### src/rtl/oped_axil_pkg.sv
// Shared types for the OPED AXI4-Lite register bank: response codes, FSM states, byte merge.
package oped_axil_pkg;

    typedef logic [1:0] resp_t;

    localparam resp_t RESP_OKAY   = 2'b00;
    localparam resp_t RESP_SLVERR = 2'b10;
    localparam resp_t RESP_DECERR = 2'b11;

    typedef enum logic [1:0] {
        W_IDLE,
        W_HAVE_AW,
        W_HAVE_W,
        W_RESP
    } wr_state_e;

    typedef enum logic {
        R_IDLE,
        R_RESP
    } rd_state_e;

    function automatic logic [31:0] merge_bytes(input logic [31:0] old_word,
                                                input logic [31:0] new_word,
                                                input logic [3:0]  strb);
        logic [31:0] res;
        for (int k = 0; k < 4; k++) begin
            res[8*k +: 8] = strb[k] ? new_word[8*k +: 8] : old_word[8*k +: 8];
        end
        return res;
    endfunction

endpackage

### src/rtl/oped_axil_regfile_if.sv
// AXI4-Lite channel bundle between the OPED control-plane master and the register bank.
interface oped_axil_regfile_if;

    logic [31:0] S_AXI_AWADDR;
    logic [2:0]  S_AXI_AWPROT;
    logic        S_AXI_AWVALID;
    logic        S_AXI_AWREADY;
    logic [31:0] S_AXI_WDATA;
    logic [3:0]  S_AXI_WSTRB;
    logic        S_AXI_WVALID;
    logic        S_AXI_WREADY;
    logic [1:0]  S_AXI_BRESP;
    logic        S_AXI_BVALID;
    logic        S_AXI_BREADY;
    logic [31:0] S_AXI_ARADDR;
    logic [2:0]  S_AXI_ARPROT;
    logic        S_AXI_ARVALID;
    logic        S_AXI_ARREADY;
    logic [31:0] S_AXI_RDATA;
    logic [1:0]  S_AXI_RRESP;
    logic        S_AXI_RVALID;
    logic        S_AXI_RREADY;

    modport slave (
        input  S_AXI_AWADDR, S_AXI_AWPROT, S_AXI_AWVALID,
        output S_AXI_AWREADY,
        input  S_AXI_WDATA, S_AXI_WSTRB, S_AXI_WVALID,
        output S_AXI_WREADY,
        output S_AXI_BRESP, S_AXI_BVALID,
        input  S_AXI_BREADY,
        input  S_AXI_ARADDR, S_AXI_ARPROT, S_AXI_ARVALID,
        output S_AXI_ARREADY,
        output S_AXI_RDATA, S_AXI_RRESP, S_AXI_RVALID,
        input  S_AXI_RREADY
    );

    modport master (
        output S_AXI_AWADDR, S_AXI_AWPROT, S_AXI_AWVALID,
        input  S_AXI_AWREADY,
        output S_AXI_WDATA, S_AXI_WSTRB, S_AXI_WVALID,
        input  S_AXI_WREADY,
        input  S_AXI_BRESP, S_AXI_BVALID,
        output S_AXI_BREADY,
        output S_AXI_ARADDR, S_AXI_ARPROT, S_AXI_ARVALID,
        input  S_AXI_ARREADY,
        input  S_AXI_RDATA, S_AXI_RRESP, S_AXI_RVALID,
        output S_AXI_RREADY
    );

endinterface

### src/rtl/oped_axil_wr_ctrl.sv
// AW/W join FSM and B channel; emits a one-cycle register write request on an OKAY commit.
module oped_axil_wr_ctrl
    import oped_axil_pkg::*;
#(
    parameter int unsigned NREGS     = 16,
    parameter logic [31:0] ADDR_BASE = 32'h0000_0000
) (
    input  logic                      ACLK,
    input  logic                      ARESET,
    input  logic [31:0]               awaddr_i,
    input  logic                      awvalid_i,
    output logic                      awready_o,
    input  logic [31:0]               wdata_i,
    input  logic [3:0]                wstrb_i,
    input  logic                      wvalid_i,
    output logic                      wready_o,
    output resp_t                     bresp_o,
    output logic                      bvalid_o,
    input  logic                      bready_i,
    output logic                      we_o,
    output logic [$clog2(NREGS)-2:0]  widx_o,
    output logic [31:0]               wdata_o,
    output logic [3:0]                wstrb_o
);

    localparam int unsigned IW = $clog2(NREGS);
    localparam int unsigned AW = IW + 2;

    wr_state_e   state_q, state_d;
    logic [31:0] addr_q, addr_d;
    logic [31:0] data_q, data_d;
    logic [3:0]  strb_q, strb_d;
    logic        awready_q, awready_d;
    logic        wready_q, wready_d;
    logic        bvalid_q, bvalid_d;
    resp_t       bresp_q, bresp_d;

    logic        aw_hs, w_hs, commit, hit;
    logic [31:0] c_addr, c_data;
    logic [3:0]  c_strb;
    logic [IW-1:0] idx;
    resp_t       c_resp;
    logic        unused_addr;

    assign aw_hs = awvalid_i & awready_q;
    assign w_hs  = wvalid_i & wready_q;

    // The commit uses whichever half arrived earlier from the latch, the other live.
    assign c_addr = (state_q == W_HAVE_AW) ? addr_q : awaddr_i;
    assign c_data = (state_q == W_HAVE_W) ? data_q : wdata_i;
    assign c_strb = (state_q == W_HAVE_W) ? strb_q : wstrb_i;

    assign hit = (c_addr[31:AW] == ADDR_BASE[31:AW]);
    assign idx = c_addr[AW-1:2];
    assign unused_addr = ^awaddr_i[1:0];

    always_comb begin
        c_resp = RESP_OKAY;
        if (!hit) begin
            c_resp = RESP_DECERR;
        end else if (idx[IW-1]) begin
            c_resp = RESP_SLVERR;
        end
    end

    always_comb begin
        state_d   = state_q;
        addr_d    = addr_q;
        data_d    = data_q;
        strb_d    = strb_q;
        awready_d = awready_q;
        wready_d  = wready_q;
        bvalid_d  = bvalid_q;
        bresp_d   = bresp_q;
        commit    = 1'b0;
        unique case (state_q)
            W_IDLE: begin
                awready_d = 1'b1;
                wready_d  = 1'b1;
                if (aw_hs && w_hs) begin
                    commit = 1'b1;
                end else if (aw_hs) begin
                    addr_d    = awaddr_i;
                    awready_d = 1'b0;
                    state_d   = W_HAVE_AW;
                end else if (w_hs) begin
                    data_d   = wdata_i;
                    strb_d   = wstrb_i;
                    wready_d = 1'b0;
                    state_d  = W_HAVE_W;
                end
            end
            W_HAVE_AW: if (w_hs) commit = 1'b1;
            W_HAVE_W:  if (aw_hs) commit = 1'b1;
            W_RESP: begin
                if (bready_i) begin
                    bvalid_d  = 1'b0;
                    awready_d = 1'b1;
                    wready_d  = 1'b1;
                    state_d   = W_IDLE;
                end
            end
            default: state_d = W_IDLE;
        endcase
        if (commit) begin
            awready_d = 1'b0;
            wready_d  = 1'b0;
            bvalid_d  = 1'b1;
            bresp_d   = c_resp;
            state_d   = W_RESP;
        end
    end

    always_ff @(posedge ACLK or posedge ARESET) begin
        if (ARESET) begin
            state_q   <= W_IDLE;
            addr_q    <= '0;
            data_q    <= '0;
            strb_q    <= '0;
            awready_q <= 1'b0;
            wready_q  <= 1'b0;
            bvalid_q  <= 1'b0;
            bresp_q   <= RESP_OKAY;
        end else begin
            state_q   <= state_d;
            addr_q    <= addr_d;
            data_q    <= data_d;
            strb_q    <= strb_d;
            awready_q <= awready_d;
            wready_q  <= wready_d;
            bvalid_q  <= bvalid_d;
            bresp_q   <= bresp_d;
        end
    end

    assign awready_o = awready_q;
    assign wready_o  = wready_q;
    assign bvalid_o  = bvalid_q;
    assign bresp_o   = bresp_q;
    assign we_o      = commit && (c_resp == RESP_OKAY);
    assign widx_o    = idx[IW-2:0];
    assign wdata_o   = c_data;
    assign wstrb_o   = c_strb;

endmodule

### src/rtl/oped_axil_regfile.sv
// AXI4-Lite register bank: lower half RW control words, upper half RO status words.
// Optional per-register write strobe output enabled by defining OPED_AXIL_WPULSE_EN.
module oped_axil_regfile
    import oped_axil_pkg::*;
#(
    parameter int unsigned NREGS     = 16,
    parameter logic [31:0] ADDR_BASE = 32'h0000_0000
) (
    input  logic                     ACLK,
    input  logic                     ARESET,
    oped_axil_regfile_if.slave       s_axi,
    output logic [32*NREGS/2-1:0]    CTRL_Q,
    input  logic [32*NREGS/2-1:0]    STATUS_I
`ifdef OPED_AXIL_WPULSE_EN
    ,
    output logic [NREGS/2-1:0]       WR_PULSE
`endif
);

    localparam int unsigned IW  = $clog2(NREGS);
    localparam int unsigned AW  = IW + 2;
    localparam int unsigned NRW = NREGS / 2;

    logic [NRW-1:0][31:0] ctrl_q, ctrl_d;
    logic                 we;
    logic [IW-2:0]        widx;
    logic [31:0]          wdata;
    logic [3:0]           wstrb;
    logic                 awready, wready, bvalid;
    resp_t                bresp;

    oped_axil_wr_ctrl #(
        .NREGS     (NREGS),
        .ADDR_BASE (ADDR_BASE)
    ) u_wr_ctrl (
        .ACLK      (ACLK),
        .ARESET    (ARESET),
        .awaddr_i  (s_axi.S_AXI_AWADDR),
        .awvalid_i (s_axi.S_AXI_AWVALID),
        .awready_o (awready),
        .wdata_i   (s_axi.S_AXI_WDATA),
        .wstrb_i   (s_axi.S_AXI_WSTRB),
        .wvalid_i  (s_axi.S_AXI_WVALID),
        .wready_o  (wready),
        .bresp_o   (bresp),
        .bvalid_o  (bvalid),
        .bready_i  (s_axi.S_AXI_BREADY),
        .we_o      (we),
        .widx_o    (widx),
        .wdata_o   (wdata),
        .wstrb_o   (wstrb)
    );

    assign s_axi.S_AXI_AWREADY = awready;
    assign s_axi.S_AXI_WREADY  = wready;
    assign s_axi.S_AXI_BVALID  = bvalid;
    assign s_axi.S_AXI_BRESP   = bresp;

    always_comb begin
        ctrl_d = ctrl_q;
        if (we) begin
            ctrl_d[widx] = merge_bytes(ctrl_q[widx], wdata, wstrb);
        end
    end

    rd_state_e     rstate_q, rstate_d;
    logic          arready_q, arready_d;
    logic          rvalid_q, rvalid_d;
    logic [31:0]   rdata_q, rdata_d;
    resp_t         rresp_q, rresp_d;
    logic          ar_hs, r_hit;
    logic [IW-1:0] r_idx;
    logic [31:0]   r_word;
    resp_t         r_resp;
    logic          unused_sig;

    assign ar_hs = s_axi.S_AXI_ARVALID & arready_q;
    assign r_hit = (s_axi.S_AXI_ARADDR[31:AW] == ADDR_BASE[31:AW]);
    assign r_idx = s_axi.S_AXI_ARADDR[AW-1:2];
    assign unused_sig = ^{s_axi.S_AXI_AWPROT, s_axi.S_AXI_ARPROT, s_axi.S_AXI_ARADDR[1:0]};

    // Reads sample ctrl_q before this edge's write, so a same-edge read sees the old value.
    always_comb begin
        r_word = '0;
        r_resp = RESP_DECERR;
        if (r_hit) begin
            r_resp = RESP_OKAY;
            if (r_idx[IW-1]) begin
                r_word = STATUS_I[32*r_idx[IW-2:0] +: 32];
            end else begin
                r_word = ctrl_q[r_idx[IW-2:0]];
            end
        end
    end

    always_comb begin
        rstate_d  = rstate_q;
        arready_d = arready_q;
        rvalid_d  = rvalid_q;
        rdata_d   = rdata_q;
        rresp_d   = rresp_q;
        unique case (rstate_q)
            R_IDLE: begin
                arready_d = 1'b1;
                if (ar_hs) begin
                    arready_d = 1'b0;
                    rvalid_d  = 1'b1;
                    rdata_d   = r_word;
                    rresp_d   = r_resp;
                    rstate_d  = R_RESP;
                end
            end
            R_RESP: begin
                if (s_axi.S_AXI_RREADY) begin
                    arready_d = 1'b1;
                    rvalid_d  = 1'b0;
                    rstate_d  = R_IDLE;
                end
            end
            default: rstate_d = R_IDLE;
        endcase
    end

`ifdef OPED_AXIL_WPULSE_EN
    logic [NRW-1:0] wr_pulse_q, wr_pulse_d;

    always_comb begin
        wr_pulse_d = '0;
        if (we) begin
            wr_pulse_d[widx] = 1'b1;
        end
    end

    always_ff @(posedge ACLK or posedge ARESET) begin
        if (ARESET) begin
            wr_pulse_q <= '0;
        end else begin
            wr_pulse_q <= wr_pulse_d;
        end
    end

    assign WR_PULSE = wr_pulse_q;
`endif

    always_ff @(posedge ACLK or posedge ARESET) begin
        if (ARESET) begin
            ctrl_q    <= '0;
            rstate_q  <= R_IDLE;
            arready_q <= 1'b0;
            rvalid_q  <= 1'b0;
            rdata_q   <= '0;
            rresp_q   <= RESP_OKAY;
        end else begin
            ctrl_q    <= ctrl_d;
            rstate_q  <= rstate_d;
            arready_q <= arready_d;
            rvalid_q  <= rvalid_d;
            rdata_q   <= rdata_d;
            rresp_q   <= rresp_d;
        end
    end

    assign CTRL_Q              = ctrl_q;
    assign s_axi.S_AXI_ARREADY = arready_q;
    assign s_axi.S_AXI_RVALID  = rvalid_q;
    assign s_axi.S_AXI_RDATA   = rdata_q;
    assign s_axi.S_AXI_RRESP   = rresp_q;

endmodule

### src/flat_wrapper.sv
// flat-port wrapper written by rule: the top's interface ports become plain ports
module oped_axil_regfile_flat import oped_axil_pkg::*;
#(
    parameter int unsigned NREGS     = 16,
    parameter logic [31:0] ADDR_BASE = 32'h0000_0000
)
  (ACLK, ARESET, CTRL_Q, STATUS_I, s_axi_S_AXI_AWADDR, s_axi_S_AXI_AWPROT, s_axi_S_AXI_AWVALID, s_axi_S_AXI_AWREADY, s_axi_S_AXI_WDATA, s_axi_S_AXI_WSTRB, s_axi_S_AXI_WVALID, s_axi_S_AXI_WREADY, s_axi_S_AXI_BRESP, s_axi_S_AXI_BVALID, s_axi_S_AXI_BREADY, s_axi_S_AXI_ARADDR, s_axi_S_AXI_ARPROT, s_axi_S_AXI_ARVALID, s_axi_S_AXI_ARREADY, s_axi_S_AXI_RDATA, s_axi_S_AXI_RRESP, s_axi_S_AXI_RVALID, s_axi_S_AXI_RREADY);
  oped_axil_regfile_if s_axi_i ();
  input  logic ACLK;
  input  logic ARESET;
  output logic [32*NREGS/2-1:0] CTRL_Q;
  input  logic [32*NREGS/2-1:0] STATUS_I;
  input wire logic [$bits(s_axi_i.S_AXI_AWADDR)-1:0] s_axi_S_AXI_AWADDR;
  input wire logic [$bits(s_axi_i.S_AXI_AWPROT)-1:0] s_axi_S_AXI_AWPROT;
  input wire logic [$bits(s_axi_i.S_AXI_AWVALID)-1:0] s_axi_S_AXI_AWVALID;
  output wire logic [$bits(s_axi_i.S_AXI_AWREADY)-1:0] s_axi_S_AXI_AWREADY;
  input wire logic [$bits(s_axi_i.S_AXI_WDATA)-1:0] s_axi_S_AXI_WDATA;
  input wire logic [$bits(s_axi_i.S_AXI_WSTRB)-1:0] s_axi_S_AXI_WSTRB;
  input wire logic [$bits(s_axi_i.S_AXI_WVALID)-1:0] s_axi_S_AXI_WVALID;
  output wire logic [$bits(s_axi_i.S_AXI_WREADY)-1:0] s_axi_S_AXI_WREADY;
  output wire logic [$bits(s_axi_i.S_AXI_BRESP)-1:0] s_axi_S_AXI_BRESP;
  output wire logic [$bits(s_axi_i.S_AXI_BVALID)-1:0] s_axi_S_AXI_BVALID;
  input wire logic [$bits(s_axi_i.S_AXI_BREADY)-1:0] s_axi_S_AXI_BREADY;
  input wire logic [$bits(s_axi_i.S_AXI_ARADDR)-1:0] s_axi_S_AXI_ARADDR;
  input wire logic [$bits(s_axi_i.S_AXI_ARPROT)-1:0] s_axi_S_AXI_ARPROT;
  input wire logic [$bits(s_axi_i.S_AXI_ARVALID)-1:0] s_axi_S_AXI_ARVALID;
  output wire logic [$bits(s_axi_i.S_AXI_ARREADY)-1:0] s_axi_S_AXI_ARREADY;
  output wire logic [$bits(s_axi_i.S_AXI_RDATA)-1:0] s_axi_S_AXI_RDATA;
  output wire logic [$bits(s_axi_i.S_AXI_RRESP)-1:0] s_axi_S_AXI_RRESP;
  output wire logic [$bits(s_axi_i.S_AXI_RVALID)-1:0] s_axi_S_AXI_RVALID;
  input wire logic [$bits(s_axi_i.S_AXI_RREADY)-1:0] s_axi_S_AXI_RREADY;
  assign s_axi_i.S_AXI_AWADDR = s_axi_S_AXI_AWADDR;
  assign s_axi_i.S_AXI_AWPROT = s_axi_S_AXI_AWPROT;
  assign s_axi_i.S_AXI_AWVALID = s_axi_S_AXI_AWVALID;
  assign s_axi_S_AXI_AWREADY = s_axi_i.S_AXI_AWREADY;
  assign s_axi_i.S_AXI_WDATA = s_axi_S_AXI_WDATA;
  assign s_axi_i.S_AXI_WSTRB = s_axi_S_AXI_WSTRB;
  assign s_axi_i.S_AXI_WVALID = s_axi_S_AXI_WVALID;
  assign s_axi_S_AXI_WREADY = s_axi_i.S_AXI_WREADY;
  assign s_axi_S_AXI_BRESP = s_axi_i.S_AXI_BRESP;
  assign s_axi_S_AXI_BVALID = s_axi_i.S_AXI_BVALID;
  assign s_axi_i.S_AXI_BREADY = s_axi_S_AXI_BREADY;
  assign s_axi_i.S_AXI_ARADDR = s_axi_S_AXI_ARADDR;
  assign s_axi_i.S_AXI_ARPROT = s_axi_S_AXI_ARPROT;
  assign s_axi_i.S_AXI_ARVALID = s_axi_S_AXI_ARVALID;
  assign s_axi_S_AXI_ARREADY = s_axi_i.S_AXI_ARREADY;
  assign s_axi_S_AXI_RDATA = s_axi_i.S_AXI_RDATA;
  assign s_axi_S_AXI_RRESP = s_axi_i.S_AXI_RRESP;
  assign s_axi_S_AXI_RVALID = s_axi_i.S_AXI_RVALID;
  assign s_axi_i.S_AXI_RREADY = s_axi_S_AXI_RREADY;
  oped_axil_regfile #(.NREGS(NREGS), .ADDR_BASE(ADDR_BASE)) u_core (.ACLK(ACLK), .ARESET(ARESET), .s_axi(s_axi_i), .CTRL_Q(CTRL_Q), .STATUS_I(STATUS_I));
endmodule
### config.mk
export PLATFORM = sky130hd
export DESIGN_NAME = oped_axil_regfile_flat
export DESIGN_NICKNAME = d
export VERILOG_FILES = /design/src/rtl/oped_axil_pkg.sv /design/src/rtl/oped_axil_regfile_if.sv /design/src/rtl/oped_axil_wr_ctrl.sv /design/src/rtl/oped_axil_regfile.sv /design/src/flat_wrapper.sv
export SDC_FILE = /design/constraint.sdc
export NUM_CORES = 1
export LEC_CHECK = 0
export BUFFER_PORTS_ARGS = -buffer_cell sky130_fd_sc_hd__clkbuf_2
export CAP_MARGIN = 20
export CORE_AREA = 2 2 257 259
export CTS_CLUSTER_SIZE = 8
export DETAILED_ROUTE_END_ITERATION = 8
export DIE_AREA = 0 0 259 261
export GPL_TIMING_DRIVEN = 0
export HOLD_SLACK_MARGIN = 0.03
export SLEW_MARGIN = 20
export SYNTH_ARGS = -nofsm -noshare
export SYNTH_HDL_FRONTEND = slang
export SYNTH_HIERARCHICAL = 1
export SYNTH_SLANG_ARGS = --single-unit
### constraint.sdc
create_clock -name ACLK -period 20.5 [get_ports ACLK]
set_clock_uncertainty 0.1 [all_clocks]
set_input_delay 4.1 -clock ACLK [delete_from_list [all_inputs] [get_ports ACLK]]
set_output_delay 4.1 -clock ACLK [all_outputs]
set_load 0.05 [all_outputs]
# Word level (Yosys, flattened, before mapping)
# Cells that the tools add are included.
[op_classes] magnitude_cmp=3 eq_ne=8 n_shift=1 muxes=51 bitwise_logic=6 n_reduce_logical=17
[ops] cell="256-bit bitwise mux" count=1
[ops] cell="256-bit by 9-bit variable part select with 32-bit output" count=1
[ops] cell="32-bit 2-to-1 mux" count=7
[ops] cell="32-bit binary-select mux with 3-bit select" count=2
[ops] cell="32-bit demux with 3-bit select" count=1
[ops] cell="26-bit logical NOT" count=2
[ops] cell="8-bit 2-to-1 mux" count=4
[ops] cell="1-bit 2-to-1 mux" count=20
[ops] cell="2-bit 2-to-1 mux" count=8
[ops] cell="1-bit case mux with 2 select lines" count=5
[ops] cell="3-bit by 4-bit < comparator with 1-bit output, second input constant" count=2
[ops] cell="2-bit AND reduction" count=4
[ops] cell="4-bit AND reduction" count=2
[ops] cell="3-bit inequality test, second input constant" count=2
[ops] cell="2-bit equality test, second input constant" count=2
[ops] cell="2-bit logical NOT" count=2
[ops] cell="4-bit 2-to-1 mux" count=1
[ops] cell="4-bit inequality test, second input constant" count=1
[ops] cell="2-bit case mux with 2 select lines" count=1
[ops] cell="2-bit nonzero test" count=2
[ops] cell="1-bit AND" count=3
[ops] cell="3-bit by 1-bit >= comparator with 1-bit output, second input constant" count=1
[ops] cell="1-bit logical AND" count=3
[ops] cell="1-bit NOT" count=3
[ops] cell="6 further kinds" count=6
[word_totals] regBits=368 input_bits=369 output_inout_bits=297 word_cells=107

# Depth between registers and ports, before layout
# Gate-level depths: netlist (run 1).
[depth] depth_word=7 depth_mapped=12 ltp_nobuf=8

# By module
# The synthesis (run 1) kept the hierarchy.
[by_module_without_submodules] module="oped_axil_regfile" instances=1 cells_each=1530 area_per_inst_um2=16988.8 seq_area_each_um2=7307.0
[by_module_without_submodules] module="oped_axil_wr_ctrl" instances=1 cells_each=236 area_per_inst_um2=3345.7 seq_area_each_um2=1826.8

# Worst setup path before layout (run 1)
# OpenSTA, ideal clock, no wires.
[synth_timing] path_kind="input to register" startpoint="input port s_axi_S_AXI_AWADDR[23]" endpoint="register u_core.ctrl_q (netlist bit u_core/CTRL_Q[6])" setup_ps=134 arrival_time_ps=6252 required_ps=20266 path_slack_ps=14015 cell_stages=11 path_buffers=3 path_cell_list="or4_1 > or4_1 > o22ai_2 > and4_1 > buf_2 > nor2b_1 > clkbuf_1 > nand2_1 > clkbuf_1 > nand2_1 > o21ai_0"
[synth_via] elab_chain_len=5
[synth_rtl] element="start: declaration" line_no="flat_wrapper.sv:13" text="input wire logic [$bits(s_axi_i.S_AXI_AWADDR)-1:0] s_axi_S_AXI_AWADDR;"
[synth_rtl] element="32-bit 2-to-1 mux" line_no="oped_axil_wr_ctrl.sv:49" text="assign c_addr = (state_q == W_HAVE_AW) ? addr_q : awaddr_i;"
[synth_rtl] element="26-bit logical NOT" line_no="oped_axil_wr_ctrl.sv:53" text="assign hit = (c_addr[31:AW] == ADDR_BASE[31:AW]);"
[synth_rtl] element="2-bit 2-to-1 mux" line_no="oped_axil_wr_ctrl.sv:59" text="if (!hit) begin"
[synth_rtl] element="2-bit logical NOT" line_no="oped_axil_wr_ctrl.sv:140" text="assign we_o = commit && (c_resp == RESP_OKAY);"
[synth_rtl] element="1-bit logical AND" line_no="oped_axil_wr_ctrl.sv:140"
[synth_rtl] element="via u_core.we" line_no="oped_axil_regfile.sv:25" text="logic we;"
[synth_rtl] element="end signal: assignment" line_no="oped_axil_regfile.sv:154" text="ctrl_q <= ctrl_d;"
[synth_rtl] element="end: declaration" line_no="oped_axil_regfile.sv:24" text="logic [NRW-1:0][31:0] ctrl_q, ctrl_d;"
# The timed path passes the listed nets, and every way through them passes these cells.
# A chain may end at the register's enable or synchronous reset.

# Worst setup path after layout (run 1)
[layout_timing] startpoint="input port s_axi_S_AXI_AWADDR[23]" endpoint="register u_core.ctrl_q (netlist bit u_core/CTRL_Q[213])"
# Same word-level chain as after synthesis.

==> out/qor.csv, run 1 <==
stage,metric,value,unit
run_status,status,finished clean,
placement,post_dp_cell_area,0.0248,sq mm
sta,rsz0062_at_grt,no,
cells_and_area,final_area,0.0261,sq mm
hold_path,hold_path.startpoint,u_core/u_wr_ctrl/bvalid_o,
sta,period_share,34.4,%
yosys,yosysWarnings,6,
power_and_ir_drop,irDropWorstVdd,0.0000744,V
sta,final-hold-violation-count,0,
placement,dp_hpwl,84700,microns
floorplanning,num_io_pins,666,
drt,routedWlPerCell,32.5,microns
cells_and_area,synthToLayoutAreaGrowth,28.5,%
cts,cts_resized,0,
floorplanning,die_y,261,microns
cts,post_cts_buffers,0,
critical_path,r2r_slack,16590,ps
floorplanning,die-width,259,microns
critical_path,start_kind,input pin,
critical_path,crit_start,s_axi_S_AXI_AWADDR[23],
floorplanning,dieArea,0.0676,sq mm
cts,cts_tree,built,
cts,insertion_delay,590,ps
yosys,ys_seq_elements,365,
drt,ant_nets,0,
drt,vias_per_cell,5.84,
cells_and_area,final_nets,2843,
cells_and_area,final_common_cell,clkbuf_2,
sta,slew_headroom,20.7,%
placement,port_buffers,652,
drt,vias,19600,
yosys,synth_cell_types,45,
cts,cts_buffer_depth,3,
cts,clk_pin_slew,50,ps
floorplanning,std_cell_rows,94,
cts,h-tree-depth,2,
power_and_ir_drop,p_total,2.38,mW
critical_path,end_kind,flip-flop,
hold_path,hold_path.class,flip-flop to flip-flop,
power_and_ir_drop,power.leakage,12.1,nW
yosys,ys_async_sr_fraction,100,%
yosys,ys_dominant_reg_cell,dfrtp_1,
sta,max_freq,142,MHz
yosys,synth.avg_cell_area,11.5,sq um
sta,fin_ws,13440,ps
sta,drv_slew,0,
placement,finalWeightedCongestion,0.926,
placement,dp_slack,12910,ps
global_routing,grt_pass1_vias,19600,
cells_and_area,final_cell_mix,"653 x clkbuf_2, 365 x dfrtp_1, 356 x nand2_1",
yosys,syn_nets,2135,
critical_path,path_class,input pin to flip-flop,
yosys,synthTopCellsByArea,"dfrtp_1 45%, mux4_2 15%, mux2_2 9.6%, nand2_1 6.6%, o21ai_0 6.1%",
floorplanning,initial_core_util,31.3,%
cts,numCtsBuffers,51,
critical_path,rr_startpoint,u_core/u_wr_ctrl/state_q[0],
critical_path,cp_max_fo,10,
cts,ctsHoldBuffers,0,
yosys,synth_edf_count,0,
critical_path,arrival,7380,ps
power_and_ir_drop,p_per_area,91.0,mW/mm^2
sta,timing.final.crit_period,7060,ps
yosys,synth_area_leader_cell,dfrtp_1,
floorplanning,core_area,0.0650,sq mm
sta,whs,390,ps
global_routing,antenna_found_initial,15,
yosys,ys_seq_area_share,44.9,%
drt,drc,0,
drt,initialDrtViolationCount,1962,
global_routing,grt-ovfl-total,0,
critical_path,crit_required,20820,ps
flow_run,max-cap-violations,0,
global_routing,grt.total_usage,31.3,%
cts,root_buffer,clkbuf_16,
yosys,synth_cells,1766,
cts,cts.sinks,365,
yosys,syn_area,0.0203,sq mm
sta,setup_violations,0,
drt,drt_pass1_iterations,5,
yosys,synth_top_area_share,44.9,%
global_routing,grt_max_degree,103,
drt,wirelength,109000,microns
sta,tightest_slew,1190,ps
global_routing,grt_pass1_wl,150000,microns
cells_and_area,layout-drive-gt1-share,45.9,%
sta,tns,0,ps
[synth_stat cells (2+ instances only)]
library cell	count
dfrtp_1	365
nand2_1	356
o21ai_0	247
mux2_2	174
mux4_2	137
a22oi_1	100
clkbuf_1	73
buf_2	39
o21ai_1	33
a22o_1	32
nor2b_1	18
mux2i_4	17
o221ai_2	17
buf_4	16
nor4_1	16
a21oi_1	14
buf_6	12
a221oi_1	10
nand2b_1	10
buf_1	9
mux2i_1	9
nand3_1	9
nor2_1	9
a2bb2oi_1	7
o22ai_2	7
inv_1	5
or4_1	3
a211oi_1	2
and2_1	2
nand4_1	2
nor2b_2	2
[where the power goes]
part	switching, mW	leakage (nW)	internal (mW)
Sequential	0.0379	4.95	0.793
Combinational	0.513	6.53	0.278
Clock	0.305	0.657	0.449
[flip-flops by register name, summed over array words and instances, names as in the netlist, 2 cells and up]
name / count
u_core/CTRL_Q: 256
u_core/s_axi.S_AXI_RDATA: 32
u_core/u_wr_ctrl/data_q: 32
u_core/u_wr_ctrl/addr_q: 30
u_core/u_wr_ctrl/strb_q: 4
u_core/u_wr_ctrl/bresp_o: 2
u_core/u_wr_ctrl/state_q: 2
[per-stage QoR]
step	instances	util, %
after global placement	3282	37.9
after global routing	3349	40.2
after CTS	3341	40.1
after detailed placement	3285	38.1
after floorplan	1766	-
final	3353	40.2
[logic make-up (layout without fill, tap and decap cells)]
family	Yosys count	in the layout	share of synthesized area, %
and+or+nand+nor	435	435	9.07
DFF	365	365	44.9
AOI/OAI and AO/OA	474	474	15.0
buffers and inverters	154	865	3.82
other	0	12	0
muxes	338	338	27.2
[worst max-delay path, stage by stage]
cell and delay [ps]:
clkbuf_2 80, or4_1 530, or4_1 480, o22ai_2 170
and4_1 300, buf_2 190, nor2b_1 130, clkbuf_1 170
nand2_1 370, clkbuf_1 500, nand2_1 220, o21ai_0 110
[final timing paths]
| check | endpoint | cells past startpoint |
|---|---|---|
| max reg2reg | u_core/CTRL_Q[109] | 10 |
| max in group asynchronous | u_core/s_axi.S_AXI_RDATA[12] | 3 |
| min reg2reg | u_core/u_wr_ctrl/bvalid_o | 1 |
| min in group asynchronous | u_core/u_wr_ctrl/data_q[3] | 2 |
| max | u_core/CTRL_Q[213] | 12 |
| min | u_core/u_wr_ctrl/bvalid_o | 1 |
[per-layer routing]
| metal | up-vias | track usage, % | wire length [microns] |
|---|---|---|---|
| met5 | - | 0 | 22 |
| met4 | 4 | 16.6 | 6580 |
| met3 | 309 | 10.6 | 11900 |
| met2 | 1319 | 50.6 | 50600 |
| met1 | 9907 | 37.0 | 39900 |
| li1 | 8028 | - | - |
[cell type report]
type	count	area, sq um
multi-input cells	1247	10400
clock buffers	56	1340
plain buffers	149	759
inverters	5	28.8
repair buffers	655	3340
diodes	12	30.0
well taps	864	1080
flip-flops and latches	365	9130
fillers	6367	38900
No activity file was read; power rests on OpenSTA's default activity.
==> run 2, diff against run 1 <==
clock period = 5.9 ns   (was 20.5 ns; I/O delays follow)
==> run 2 against run 1 <==
Compared with the run above: global-route usage about the same; via count up 0.40%; worst setup slack worse by 12000 ps; non-clock buffer count up 7; wire length about the same; final cell count up 0.15%; sequential share of layout area down 0.23 points; combinational power rose to 3.5 times the previous value; sequential cell count unchanged; clock power rose to 3.6 times the previous value; final area up 0.67%; largest power group unchanged; highest routed layer unchanged.
==> out/qor.csv, run 2 (synthesis gave the netlist of run 1 again) <==
stage,metric,value,unit,change
critical_path,rr_endpoint,u_core/CTRL_Q[157],,
global_routing,grt-ovfl-total,0,,unchanged
floorplanning,std_cell_rows,94,,unchanged
sta,setup_violations,0,,unchanged
flow_run,max-cap-violations,0,,unchanged
cts,insertion_delay,590,ps,about the same
drt,ant_nets,0,,unchanged
global_routing,grt_pass1_vias,19600,,-0.25%
cells_and_area,largest_reg_flops,256,,unchanged
drt,wirelength,109000,microns,about the same
critical_path,rr_startpoint,u_core/u_wr_ctrl/state_q[0],,
placement,post_dp_cell_area,0.0249,sq mm,+0.55%
sta,period_share,69.5,%,
power_and_ir_drop,irDropWorstVdd,0.000260,V,+250%
floorplanning,die_y,261,microns,unchanged
global_routing,antenna_found_initial,16,,+1
cts,numCtsBuffers,52,,+2.0%
cells_and_area,synthToLayoutAreaGrowth,29.4,%,
floorplanning,num_io_pins,666,,unchanged
run_status,status,finished clean,,
sta,final-hold-violation-count,0,,unchanged
cts,root_buffer,clkbuf_16,,
critical_path,end_kind,flip-flop,,
drt,vias,19600,,+0.40%
critical_path,start_kind,input pin,,
placement,dp_slack,1240,ps,-11670 ps
sta,fin_ws,1800,ps,-11640 ps
cts,h-tree-depth,2,,unchanged
floorplanning,core_area,0.0650,sq mm,unchanged
cells_and_area,final_nets,2851,,+0.28%
hold_path,hold_path.class,flip-flop to flip-flop,,
cells_and_area,final_cell_mix,"653 x clkbuf_2, 365 x dfrtp_1, 356 x nand2_1",,
floorplanning,die-width,259,microns,unchanged
drt,initialDrtViolationCount,2099,,+7.0%
critical_path,crit_required,6230,ps,-14590 ps
sta,slew_headroom,17.7,%,-3.1 points
cts,post_cts_buffers,0,,unchanged
floorplanning,dieArea,0.0676,sq mm,unchanged
global_routing,grt_max_degree,54,,-48%
cts,cts_resized,0,,unchanged
cts,cts_buffer_depth,3,,unchanged
cells_and_area,layout-drive-gt1-share,46.2,%,+0.28 points
critical_path,cp_max_fo,10,,unchanged
cts,cts.sinks,365,,unchanged
drt,drc,0,,unchanged
global_routing,grt_pass1_wl,149000,microns,-0.38%
critical_path,path_class,input pin to flip-flop,,
hold_path,whs_path_depth,1,,unchanged
placement,finalWeightedCongestion,0.941,,+1.6%
cts,clk_pin_slew,50,ps,about the same
floorplanning,initial_core_util,31.3,%,unchanged
placement,dp_hpwl,84900,microns,+0.23%
global_routing,grt.total_usage,31.3,%,about the same
drt,vias_per_cell,5.85,,+0.25%
sta,timing.final.crit_period,4100,ps,
sta,rsz0062_at_grt,no,,
power_and_ir_drop,p_per_area,318,mW/mm^2,+250%
cells_and_area,final_common_cell,clkbuf_2,,
sta,max_freq,244,MHz,
critical_path,worst_r2r_path_depth,12,,+2
cells_and_area,final_area,0.0263,sq mm,+0.67%
power_and_ir_drop,power.leakage,12.2,nW,+0.74%
cts,ctsHoldBuffers,0,,unchanged
cts,cts_tree,built,,
cells_and_area,post-route-util,40.4,%,+0.27 points
drt,drt_pass1_iterations,8,,+3
critical_path,arrival,4430,ps,-2950 ps
hold_path,hold_path.startpoint,u_core/u_wr_ctrl/bvalid_o,,
sta,drv_slew,0,,unchanged
drt,routedWlPerCell,32.5,microns,about the same
placement,port_buffers,652,,unchanged
sta,tightest_slew,1240,ps,+46.0 ps
hold_path,whs_endpoint,u_core/u_wr_ctrl/bvalid_o,,
critical_path,r2r_slack,2030,ps,-14560 ps
run 2: changes by cell type in the layout (fill, tap and decap cells not counted):
| cell | delta |
|---|---|
| a211oi_1 | -1 |
| a211oi_2 | +1 |
| buf_12 | +7 |
| clkbuf_1 | +1 |
| clkbuf_8 | +2 |
| clkinv_2 | +1 |
| clkinvlp_4 | +1 |
| diode_2 | -8 |
| inv_6 | +2 |
| inv_8 | -1 |
run 2: routing by layer:
layer / track usage [%] / routed length, microns
met1: 36.8 / 38200
met3: 11.4 / 13500
met5: 0 / 41
met2: 50.8 / 51000
met4: 15.3 / 6250
run 2: critical path: stages:
cell and delay [ps]:
clkbuf_2 90, or4_1 530, or4_1 490, o22ai_2 190, and4_1 290, buf_2 180, nor2b_1 150, clkbuf_1 160
nand2_1 340, clkbuf_1 530, nand2_1 200, o21ai_0 100
run 2: worst max-delay path by stage:
| stage | from | slack, ps | cells after the start | to |
|---|---|---|---|---|
| global placement | ARESET | -1060 | 2 | u_core/s_axi.S_AXI_RDATA[9] |
| global route | s_axi_S_AXI_AWADDR[23] | 1670 | 12 | u_core/CTRL_Q[155] |
| detailed placement | s_axi_S_AXI_AWADDR[23] | 1240 | 12 | u_core/CTRL_Q[157] |
| CTS | s_axi_S_AXI_WVALID | 1810 | 11 | u_core/CTRL_Q[153] |
| floorplan | ARESET | 740 | 1 | u_core/CTRL_Q[0] |
| finish | s_axi_S_AXI_AWADDR[23] | 1800 | 12 | u_core/CTRL_Q[157] |
run 2: layout make-up:
cell class	count	area [sq um]
Fill cell	6377	38700
Multi-Input combinational cell	1247	10400
Sequential cell	365	9130
Timing Repair Buffer	662	3480
Clock buffer	59	1370
Tap cell	864	1080
Buffer	149	759
Inverter	5	25.0
Clock inverter	3	22.5
Antenna cell	4	10.0
run 2: power breakdown:
| group | switching [mW] | internal, mW |
|---|---|---|
| Sequential | 0.137 | 2.76 |
| Clock | 1.10 | 1.60 |
| Combinational | 1.79 | 0.978 |
run 2: per-stage QoR:
step           setup TNS [ps]  hold WS, ps  cells  total power, mW
5_1_grt                     0          410   3358             8.61
2_1_floorplan               0          374   1766             4.56
3_3_place_gp          -299150          369   3282             5.55
4_1_cts                     0          391   3354             8.34
3_5_place_dp                0          378   3292             5.63
6_report                    0          381   3358             8.37
